<file path="config.mk">
export PLATFORM = sky130hd
export DESIGN_NAME = fifo_mem_param_flat
export DESIGN_NICKNAME = d
export VERILOG_FILES = /design/src/rtl/fifo_mem_param_if.sv /design/src/rtl/fifo_mem_param.sv /design/src/flat_wrapper.sv
export SDC_FILE = /design/constraint.sdc
export NUM_CORES = 1
export LEC_CHECK = 0
export ABC_AREA = 1
export BUFFER_PORTS_ARGS = -buffer_cell sky130_fd_sc_hd__buf_2
export CAP_MARGIN = 15
export CORE_MARGIN = 3
export CORE_UTILIZATION = 50
export CTS_BUF_LIST = sky130_fd_sc_hd__clkbuf_4
export DETAILED_ROUTE_END_ITERATION = 10
export GPL_TIMING_DRIVEN = 0
export PLACE_DENSITY = 0.67
export SLEW_MARGIN = 40
export SYNTH_ARGS = -nofsm -noshare
export SYNTH_HDL_FRONTEND = slang
export SYNTH_SLANG_ARGS = --single-unit
</file>
<file path="constraint.sdc">
create_clock -name clk -period 2.7 [get_ports clk]
set_input_delay 0.27 -clock clk [delete_from_list [all_inputs] [get_ports clk]]
set_output_delay 0.27 -clock clk [all_outputs]
set_load 0.1 [all_outputs]
</file>
<file path="src/rtl/fifo_mem_param_if.sv">
// Handshake and status bundle between the parametrised FIFO and its producer/consumer.
interface fifo_mem_param_if #(
    parameter int DATA_WIDTH = 8,
    parameter int ADDR_WIDTH = 4
);
    logic                  wr;
    logic                  rd;
    logic [DATA_WIDTH-1:0] data_in;
    logic                  err_clr;
    logic [DATA_WIDTH-1:0] data_out;
    logic                  data_valid;
    logic [ADDR_WIDTH:0]   fifo_count;
    logic                  fifo_full;
    logic                  fifo_empty;
    logic                  fifo_almost_full;
    logic                  fifo_almost_empty;
    logic                  fifo_overflow;
    logic                  fifo_underflow;

    modport master (
        output wr, rd, data_in, err_clr,
        input  data_out, data_valid, fifo_count, fifo_full, fifo_empty,
               fifo_almost_full, fifo_almost_empty, fifo_overflow, fifo_underflow
    );

    modport slave (
        input  wr, rd, data_in, err_clr,
        output data_out, data_valid, fifo_count, fifo_full, fifo_empty,
               fifo_almost_full, fifo_almost_empty, fifo_overflow, fifo_underflow
    );
endinterface

</file>
<file path="src/rtl/fifo_mem_param.sv">
// Parametrised synchronous FIFO with thresholds, occupancy count and sticky errors.
// Define FIFO_FWFT_EN for first-word-fall-through output; default is registered read.
module fifo_mem_param #(
    parameter int DATA_WIDTH = 8,
    parameter int ADDR_WIDTH = 4,
    parameter int AF_LEVEL   = 12,
    parameter int AE_LEVEL   = 2
) (
    input logic               clk,
    input logic               rst,
    fifo_mem_param_if.slave   bus
);
    localparam int DEPTH = 2 ** ADDR_WIDTH;
    localparam logic [ADDR_WIDTH:0] L_DEPTH = (ADDR_WIDTH + 1)'(DEPTH);
    localparam logic [ADDR_WIDTH:0] L_AF    = (ADDR_WIDTH + 1)'(AF_LEVEL);
    localparam logic [ADDR_WIDTH:0] L_AE    = (ADDR_WIDTH + 1)'(AE_LEVEL);
    localparam logic [ADDR_WIDTH:0] L_ONE   = (ADDR_WIDTH + 1)'(1);

    logic [DATA_WIDTH-1:0] r_mem [DEPTH];
    logic [ADDR_WIDTH:0]   r_wr_ptr;
    logic [ADDR_WIDTH:0]   r_rd_ptr;
    logic [ADDR_WIDTH:0]   r_count;
    logic                  r_ovf;
    logic                  r_udf;

    logic w_full;
    logic w_empty;
    logic w_wr_acc;
    logic w_rd_acc;

    assign w_full   = (r_count == L_DEPTH);
    assign w_empty  = (r_count == '0);
    assign w_wr_acc = bus.wr && !w_full;
    assign w_rd_acc = bus.rd && !w_empty;

    always_ff @(posedge clk) begin
        if (w_wr_acc) r_mem[r_wr_ptr[ADDR_WIDTH-1:0]] <= bus.data_in;
    end

    // Pointers carry a wrap bit so full/empty never alias; count is kept explicitly.
    always_ff @(posedge clk or posedge rst) begin
        if (rst) begin
            r_wr_ptr <= '0;
            r_rd_ptr <= '0;
            r_count  <= '0;
        end else begin
            if (w_wr_acc) r_wr_ptr <= r_wr_ptr + L_ONE;
            if (w_rd_acc) r_rd_ptr <= r_rd_ptr + L_ONE;
            case ({w_wr_acc, w_rd_acc})
                2'b10:   r_count <= r_count + L_ONE;
                2'b01:   r_count <= r_count - L_ONE;
                default: r_count <= r_count;
            endcase
        end
    end

    // A new error in the same cycle as err_clr must survive the clear.
    always_ff @(posedge clk or posedge rst) begin
        if (rst) begin
            r_ovf <= 1'b0;
            r_udf <= 1'b0;
        end else begin
            r_ovf <= (r_ovf && !bus.err_clr) || (bus.wr && w_full);
            r_udf <= (r_udf && !bus.err_clr) || (bus.rd && w_empty);
        end
    end

`ifdef FIFO_FWFT_EN
    assign bus.data_out   = r_mem[r_rd_ptr[ADDR_WIDTH-1:0]];
    assign bus.data_valid = !w_empty;
`else
    logic [DATA_WIDTH-1:0] r_dout_p1;
    logic                  r_vld_p1;

    // Registered read stage: data appears the cycle after the accepting edge.
    always_ff @(posedge clk or posedge rst) begin
        if (rst) begin
            r_dout_p1 <= '0;
            r_vld_p1  <= 1'b0;
        end else begin
            r_vld_p1 <= w_rd_acc;
            if (w_rd_acc) r_dout_p1 <= r_mem[r_rd_ptr[ADDR_WIDTH-1:0]];
        end
    end

    assign bus.data_out   = r_dout_p1;
    assign bus.data_valid = r_vld_p1;
`endif

    assign bus.fifo_count        = r_count;
    assign bus.fifo_full         = w_full;
    assign bus.fifo_empty        = w_empty;
    assign bus.fifo_almost_full  = (r_count >= L_AF);
    assign bus.fifo_almost_empty = (r_count <= L_AE);
    assign bus.fifo_overflow     = r_ovf;
    assign bus.fifo_underflow    = r_udf;
endmodule
</file>
<file path="src/flat_wrapper.sv">
// flat-port wrapper written by rule: the top's interface ports become plain ports
module fifo_mem_param_flat 
#(
    parameter int DATA_WIDTH = 8,
    parameter int ADDR_WIDTH = 4,
    parameter int AF_LEVEL   = 12,
    parameter int AE_LEVEL   = 2
)
  (clk, rst, bus_wr, bus_rd, bus_data_in, bus_err_clr, bus_data_out, bus_data_valid, bus_fifo_count, bus_fifo_full, bus_fifo_empty, bus_fifo_almost_full, bus_fifo_almost_empty, bus_fifo_overflow, bus_fifo_underflow);
  fifo_mem_param_if #(.DATA_WIDTH(DATA_WIDTH), .ADDR_WIDTH(ADDR_WIDTH)) bus_i ();
  input logic clk;
  input logic rst;
  input wire logic [$bits(bus_i.wr)-1:0] bus_wr;
  input wire logic [$bits(bus_i.rd)-1:0] bus_rd;
  input wire logic [$bits(bus_i.data_in)-1:0] bus_data_in;
  input wire logic [$bits(bus_i.err_clr)-1:0] bus_err_clr;
  output wire logic [$bits(bus_i.data_out)-1:0] bus_data_out;
  output wire logic [$bits(bus_i.data_valid)-1:0] bus_data_valid;
  output wire logic [$bits(bus_i.fifo_count)-1:0] bus_fifo_count;
  output wire logic [$bits(bus_i.fifo_full)-1:0] bus_fifo_full;
  output wire logic [$bits(bus_i.fifo_empty)-1:0] bus_fifo_empty;
  output wire logic [$bits(bus_i.fifo_almost_full)-1:0] bus_fifo_almost_full;
  output wire logic [$bits(bus_i.fifo_almost_empty)-1:0] bus_fifo_almost_empty;
  output wire logic [$bits(bus_i.fifo_overflow)-1:0] bus_fifo_overflow;
  output wire logic [$bits(bus_i.fifo_underflow)-1:0] bus_fifo_underflow;
  assign bus_i.wr = bus_wr;
  assign bus_i.rd = bus_rd;
  assign bus_i.data_in = bus_data_in;
  assign bus_i.err_clr = bus_err_clr;
  assign bus_data_out = bus_i.data_out;
  assign bus_data_valid = bus_i.data_valid;
  assign bus_fifo_count = bus_i.fifo_count;
  assign bus_fifo_full = bus_i.fifo_full;
  assign bus_fifo_empty = bus_i.fifo_empty;
  assign bus_fifo_almost_full = bus_i.fifo_almost_full;
  assign bus_fifo_almost_empty = bus_i.fifo_almost_empty;
  assign bus_fifo_overflow = bus_i.fifo_overflow;
  assign bus_fifo_underflow = bus_i.fifo_underflow;
  fifo_mem_param #(.DATA_WIDTH(DATA_WIDTH), .ADDR_WIDTH(ADDR_WIDTH), .AF_LEVEL(AF_LEVEL), .AE_LEVEL(AE_LEVEL)) u_core (.clk(clk), .rst(rst), .bus(bus_i));
endmodule
</file>
# ---- After elaboration in Yosys (flattened, before gate mapping)
# Memories as Yosys holds them, arrays and structs flattened. A register that Yosys moved wholly into a read port is not among the register bits.
# Cells that the tools add are included.
dict set report word_totals {
  inputBits 13
  mem_count 1
  reg_bits 18
  word_cells 32
  mem_bits_rw 128
  output_inout_bits 20
}
# name depth width rd rd_clocked_by_memory_dff write_ports line
set mem_list {}
lappend mem_list {u_core.r_mem 16 8 1 1 1 fifo_mem_param.sv:19} ;# logic [DATA_WIDTH-1:0] r_mem [DEPTH];
dict set report op_classes {
  muxes 3
  n_addsub 4
  reduce_logical 13
  eq_ne 3
  order_cmp 2
}
# cell count
set op_table {}
lappend op_table {{$add 5x1->5 const B} 3}
lappend op_table {{$pmux 5 s2} 1}
lappend op_table {{$logic_and 1x1->1} 6}
lappend op_table {{$eq 5x5->1 const B} 1}
lappend op_table {{$ge 5x4->1 const B} 1}
lappend op_table {{$le 5x2->1 const B} 1}
lappend op_table {{$logic_not 5->1} 1}
lappend op_table {{$sub 5x1->5 const B} 1}
lappend op_table {{$logic_not 1->1} 3}
lappend op_table {{$eq 2x1->1 const B} 1}
lappend op_table {{$eq 2x2->1 const B} 1}
lappend op_table {{$logic_or 1x1->1} 2}
lappend op_table {{$mux 1} 2}
lappend op_table {{$reduce_bool 2->1} 1}

# ---- Logic depth before layout (Yosys ltp)
dict set report depth {
  depth_word 5
  depth_mapped 15
  mapped_depth_nobuf 14
}

# ---- Worst setup path after synthesis
# OpenSTA, ideal clock, no wires.
dict set report synth_timing {
  kind {reg-to-output}
  from {register u_core.r_count[2], in the netlist u_core.bus.fifo_count[2]}
  to {output port bus_fifo_almost_empty}
  path_stages_with_launch 4
  t_required_ps 2430
  arrival_ps 2566
  setup_slack_ps -136
  n_path_buf 0
  path_cell_list {dfrtp_1 nor2_2 nand2_1 a21oi_1}
}
dict set report synth_via {
  elab_chain_cells 1
}
# item line
set synth_lines {}
lappend synth_lines {{start, declared} fifo_mem_param.sv:22} ;# logic [ADDR_WIDTH:0] r_count;
lappend synth_lines {{start signal, assigned} fifo_mem_param.sv:50} ;# 2'b10: r_count <= r_count + L_ONE;
lappend synth_lines {{start signal, assigned} fifo_mem_param.sv:51} ;# 2'b01: r_count <= r_count - L_ONE;
lappend synth_lines {{start signal, assigned} fifo_mem_param.sv:52} ;# default: r_count <= r_count;
lappend synth_lines {{$le 5x2->1} fifo_mem_param.sv:94} ;# assign bus.fifo_almost_empty = (r_count <= L_AE);
lappend synth_lines {{end, declared} flat_wrapper.sv:23} ;# output wire logic [$bits(bus_i.fifo_almost_empty)-1:0] bus_fifo_almost_empty;
# No other way between the ends.

# ---- Final worst setup path
dict set report layout_timing {
  from {register u_core.r_count[2], in the netlist u_core.bus.fifo_count[2]}
  to {register u_core.r_count[4], in the netlist u_core.bus.fifo_count[4]}
}
dict set report layout_via {
  elab_chain_cells 5
  elab_cells_between_ends 12
  cone_classes {add/sub: 2; eq/ne: 3; mux: 1; reduce/logical: 6}
}
# item line
set layout_lines {}
lappend layout_lines {{$logic_not 5->1 (*)} fifo_mem_param.sv:32} ;# assign w_empty = (r_count == '0);
lappend layout_lines {{$logic_not 1->1 (*)} fifo_mem_param.sv:34} ;# assign w_rd_acc = bus.rd && !w_empty;
lappend layout_lines {{$logic_and 1x1->1 (*)} fifo_mem_param.sv:34}
lappend layout_lines {{via u_core.w_rd_acc} fifo_mem_param.sv:29} ;# logic w_rd_acc;
lappend layout_lines {{$eq 2x1->1 or $eq 2x2->1 (tied branches)} fifo_mem_param.sv:49} ;# case ({w_wr_acc, w_rd_acc})
lappend layout_lines {{$pmux 5 s2 or $reduce_bool 2->1 (tied branches)} --}
# The timed path passes the listed nets; every way through them passes the cells marked *.
# A chain may end at the register's enable or synchronous reset.

==> flow_metrics.env <==
export IMPL_grt_pass1_wl_um=24100
export IMPL_cp_start_kind="register"
export IMPL_root_buffer="clkbuf_4"
export IMPL_gp_congestion=0.899
export IMPL_grt_pass1_vias=4428
export IMPL_arrival_ps=2880
export IMPL_io_buffers=32
export IMPL_worst_setup_path_type="register to register"
export IMPL_cp_startpoint="u_core.bus.fifo_count[2]$_DFFE_PP0P_"
export IMPL_dp_hpwl_um=10900
export IMPL_power_density_nw_per_um2=1140
export IMPL_synth_area_top_cells="edfxtp_1 (57%), nand2_1 (12%), dfrtp_1 (8.9%), nand3_1 (7.5%), inv_1 (6.5%)"
export IMPL_final_util=0.588
export IMPL_hold_viol=0
export IMPL_grtUsageTotal=0.222
export IMPL_path_clk_slew_ps=120
export IMPL_r2r_start="u_core.bus.fifo_count[2]$_DFFE_PP0P_"
export IMPL_slowest_delay_ps=470
export IMPL_r2r_slack_ps=290
export IMPL_end_kind="register"
export IMPL_fp_dieH_um=122
export IMPL_syn_avg_cell_area_um2=9.96
export IMPL_dr_first_iter_drc_count=440
export IMPL_core_um2=12900
export IMPL_cts_buffer_depth=2
export IMPL_tritoncts="built"
export IMPL_yosys_warnings=0
export IMPL_synth_seq_cells=152
export IMPL_cts_max_level=4
export IMPL_synthCells=681
export IMPL_path_cells="nor2_2 -> nand4_1 -> nand2_4 -> inv_2 -> buf_6 -> ha_2 -> xor2_1 -> ha_1 -> inv_1 -> nand2_1 -> nand3_1 -> nand2_1 -> xor2_1 -> nand2_1 -> nand2_1"
export IMPL_firstDrtPassIters=6
export IMPL_crit_top_cell="nand2_1"
export IMPL_fp_row_count=41
export IMPL_vias=4702
export IMPL_yosysUniqueCellTypes=23
export IMPL_area_delta_synth_final_pct=12.1
export IMPL_yosysTopAreaCellShare=0.567
export IMPL_antenna_found_initial=1
export IMPL_cts_made_buffers=17
export IMPL_r2r_cells=15
export IMPL_final_setup_viol_count=0
export IMPL_crit_slowest_cell="dfrtp_2"
export IMPL_postRouteAntennaNets=0
export IMPL_grt_setup_unrepaired="false"
export IMPL_yosysSeqAreaShare=0.655
export IMPL_drv_slew=0
export IMPL_synth_area_um2=6780
export IMPL_via_per_inst=5.09
export IMPL_crit_required_ps=3170
export IMPL_grt_max_degree=25
export IMPL_hp_class="input port to register"
export IMPL_cts_sinks=152
export IMPL_nNetsFinal=760
export IMPL_drive_above_1_share=0.138
export IMPL_drt_total_wl_um=15600
export IMPL_worst_pin_slew_ps=739
export IMPL_worstPathMaxFanout=12
export IMPL_top_level_ports=33
export IMPL_fmaxAchievable_mhz=414
export IMPL_drv_cap=0
export IMPL_outcome="completed"
export IMPL_relSlewSlack=0.506
export IMPL_worstSkewPairLatency_ps=570
export IMPL_yosys_area_top_type="edfxtp_1"
export IMPL_regToRegEndpoint="u_core.bus.fifo_count[4]$_DFFE_PP0P_"
export IMPL_skew_ps=20.6
export IMPL_finalSetupTns_ps=0
export IMPL_fin_crit_sh=0.894
export IMPL_p_leak_nw=3.47
export IMPL_timing_critical_path_to="u_core.bus.fifo_count[4]$_DFFE_PP0P_"
export IMPL_wire_per_inst_um=16.8
export IMPL_die_x_um=122
export IMPL_vdd_drop_max_mv=0.469
export IMPL_remaining_drc_errors=0
export IMPL_start_util=0.525
export IMPL_synth_nets=703
export IMPL_layout_min_cycle_time_ps=2410
export IMPL_die_area_um2=15000
export IMPL_overflow=0
## per-stage QoR
stage	instance area [µm²]	worst slack (ps)	hold WS [ps]	std cells	total power, mW
after floorplan	6790	187	284	681	5.97
after global placement	7170	229	465	885	6.92
after detailed placement	7170	144	349	885	6.99
after CTS	7580	119	69.6	921	8.71
after global routing	7600	7.32	89.0	924	9.16
final	7600	285	101	924	8.69
## cell usage after synthesis
cell type    n
nand2_2      1
nand3_1    102
dfrtp_1     24
nor2_2       1
buf_2       16
edfxtp_1   128
clkinv_1     2
buf_4        7
buf_1        1
a21boi_0     1
a21oi_1      2
ha_1         9
o21bai_1     1
nand2_1    225
xnor2_1      1
nand4_1      2
nor2_1      17
o21ai_0      8
o21ai_2      1
inv_1      118
buf_6        2
inv_2        3
xor2_1       9
## per-layer routing
metal  part of all wire  vias to the layer above  routed length (µm)  track usage
met5                  0                        -                   0            0
met4              0.025                        0                 384       0.0840
met3              0.065                       29                1010       0.0442
met2               0.48                      151                7430        0.363
met1               0.43                     2229                6730        0.294
li1                   -                     2293                   -            -
## worst max-delay path: cells and delay by family (launching register included)
family	cells	cell delay [ps]
simple gates	8	860
flops	1	470
buf+inv	3	270
xor+xnor	2	320
fa+ha+maj	2	410
## final cells by class
type	instances	area (µm²)
fill	1135	5330
sequential	152	4450
multi-input combinational	380	1730
inverter	123	462
clock inverter	13	226
timing repair buffer	38	215
tap	172	215
buffer	26	159
clock buffer	19	143
antenna	1	2.50
## worst min path at each step
stage,slack [ps],startpoint,depth (start not counted),end
CTS,70,bus_data_in[3],1,u_core.r_mem[1][3]$_DFFE_PP_
finish,100,bus_wr,3,u_core.r_wr_ptr[0]$_DFFE_PP0P_
global placement,460,u_core.bus.data_out[2]$_DFFE_PP0P_,2,u_core.bus.data_out[2]$_DFFE_PP0P_
floorplan,280,rst,1,u_core.bus.data_out[0]$_DFFE_PP0P_
detailed placement,350,rst,2,u_core.bus.fifo_underflow$_DFF_PP0_
global route,90,bus_data_in[0],1,u_core.r_mem[4][0]$_DFFE_PP_
## sequential cells by signal, summed over array words and instances, names as in the netlist
signal                     cells
u_core.bus.fifo_underflow      1
u_core.bus.data_out            8
u_core.r_wr_ptr                4
u_core.r_mem                 128
u_core.bus.data_valid          1
u_core.r_rd_ptr                4
u_core.bus.fifo_count          5
u_core.bus.fifo_overflow       1
## cell families (layout without fill, tap and decap cells)
| logic type | count (synthesis) | after routing | share of synthesized area |
|---|---|---|---|
| buf+inv | 149 | 219 | 0.0915 |
| fa+ha+maj | 9 | 9 | 0.0166 |
| compound gates | 13 | 13 | 0.0109 |
| other cells | 0 | 1 | 0 |
| xor+xnor | 10 | 10 | 0.0129 |
| flops | 152 | 152 | 0.655 |
| simple gates | 348 | 348 | 0.213 |
## power by group
part	leakage (nW)	switching (mW)	total, mW	internal, mW
sequential	1.44	0.189	3.09	2.90
combinational	1.84	2.92	3.88	0.957
clock	0.190	0.784	1.72	0.936
## repair_timing
action | CTS | global route
setup buffers | 0 | 2
hold endpoints to repair | 26 | 0
setup endpoints to repair | 0 | 2
hold buffers | 4 | 0
resized for setup | 0 | 2
## cells in the final DEF, fill, tap and decap left out
cell	netlist	final
buf_4	7	9
inv_2	3	4
nand2_4	0	1
clkinvlp_4	0	2
dlygate4sd3_1	0	4
clkinv_1	2	3
o21bai_1	1	1
dfrtp_1	24	19
inv_1	118	117
nand3_1	102	102
ha_1	9	8
nor2_2	1	1
o21ai_0	8	8
buf_1	1	1
xor2_1	9	9
nand4_1	2	2
a21oi_1	2	1
a21boi_0	1	1
clkinv_2	0	2
ha_2	0	1
buf_2	16	48
nor2_1	17	17
buf_6	2	2
clkbuf_4	0	19
xnor2_1	1	1
nand2_1	225	225
o21ai_2	1	1
a21oi_2	0	1
diode_2	0	1
bufinv_16	0	6
edfxtp_1	128	128
clkinv_4	0	2
dfrtp_2	0	5
Power figures use the tool's default switching activity.
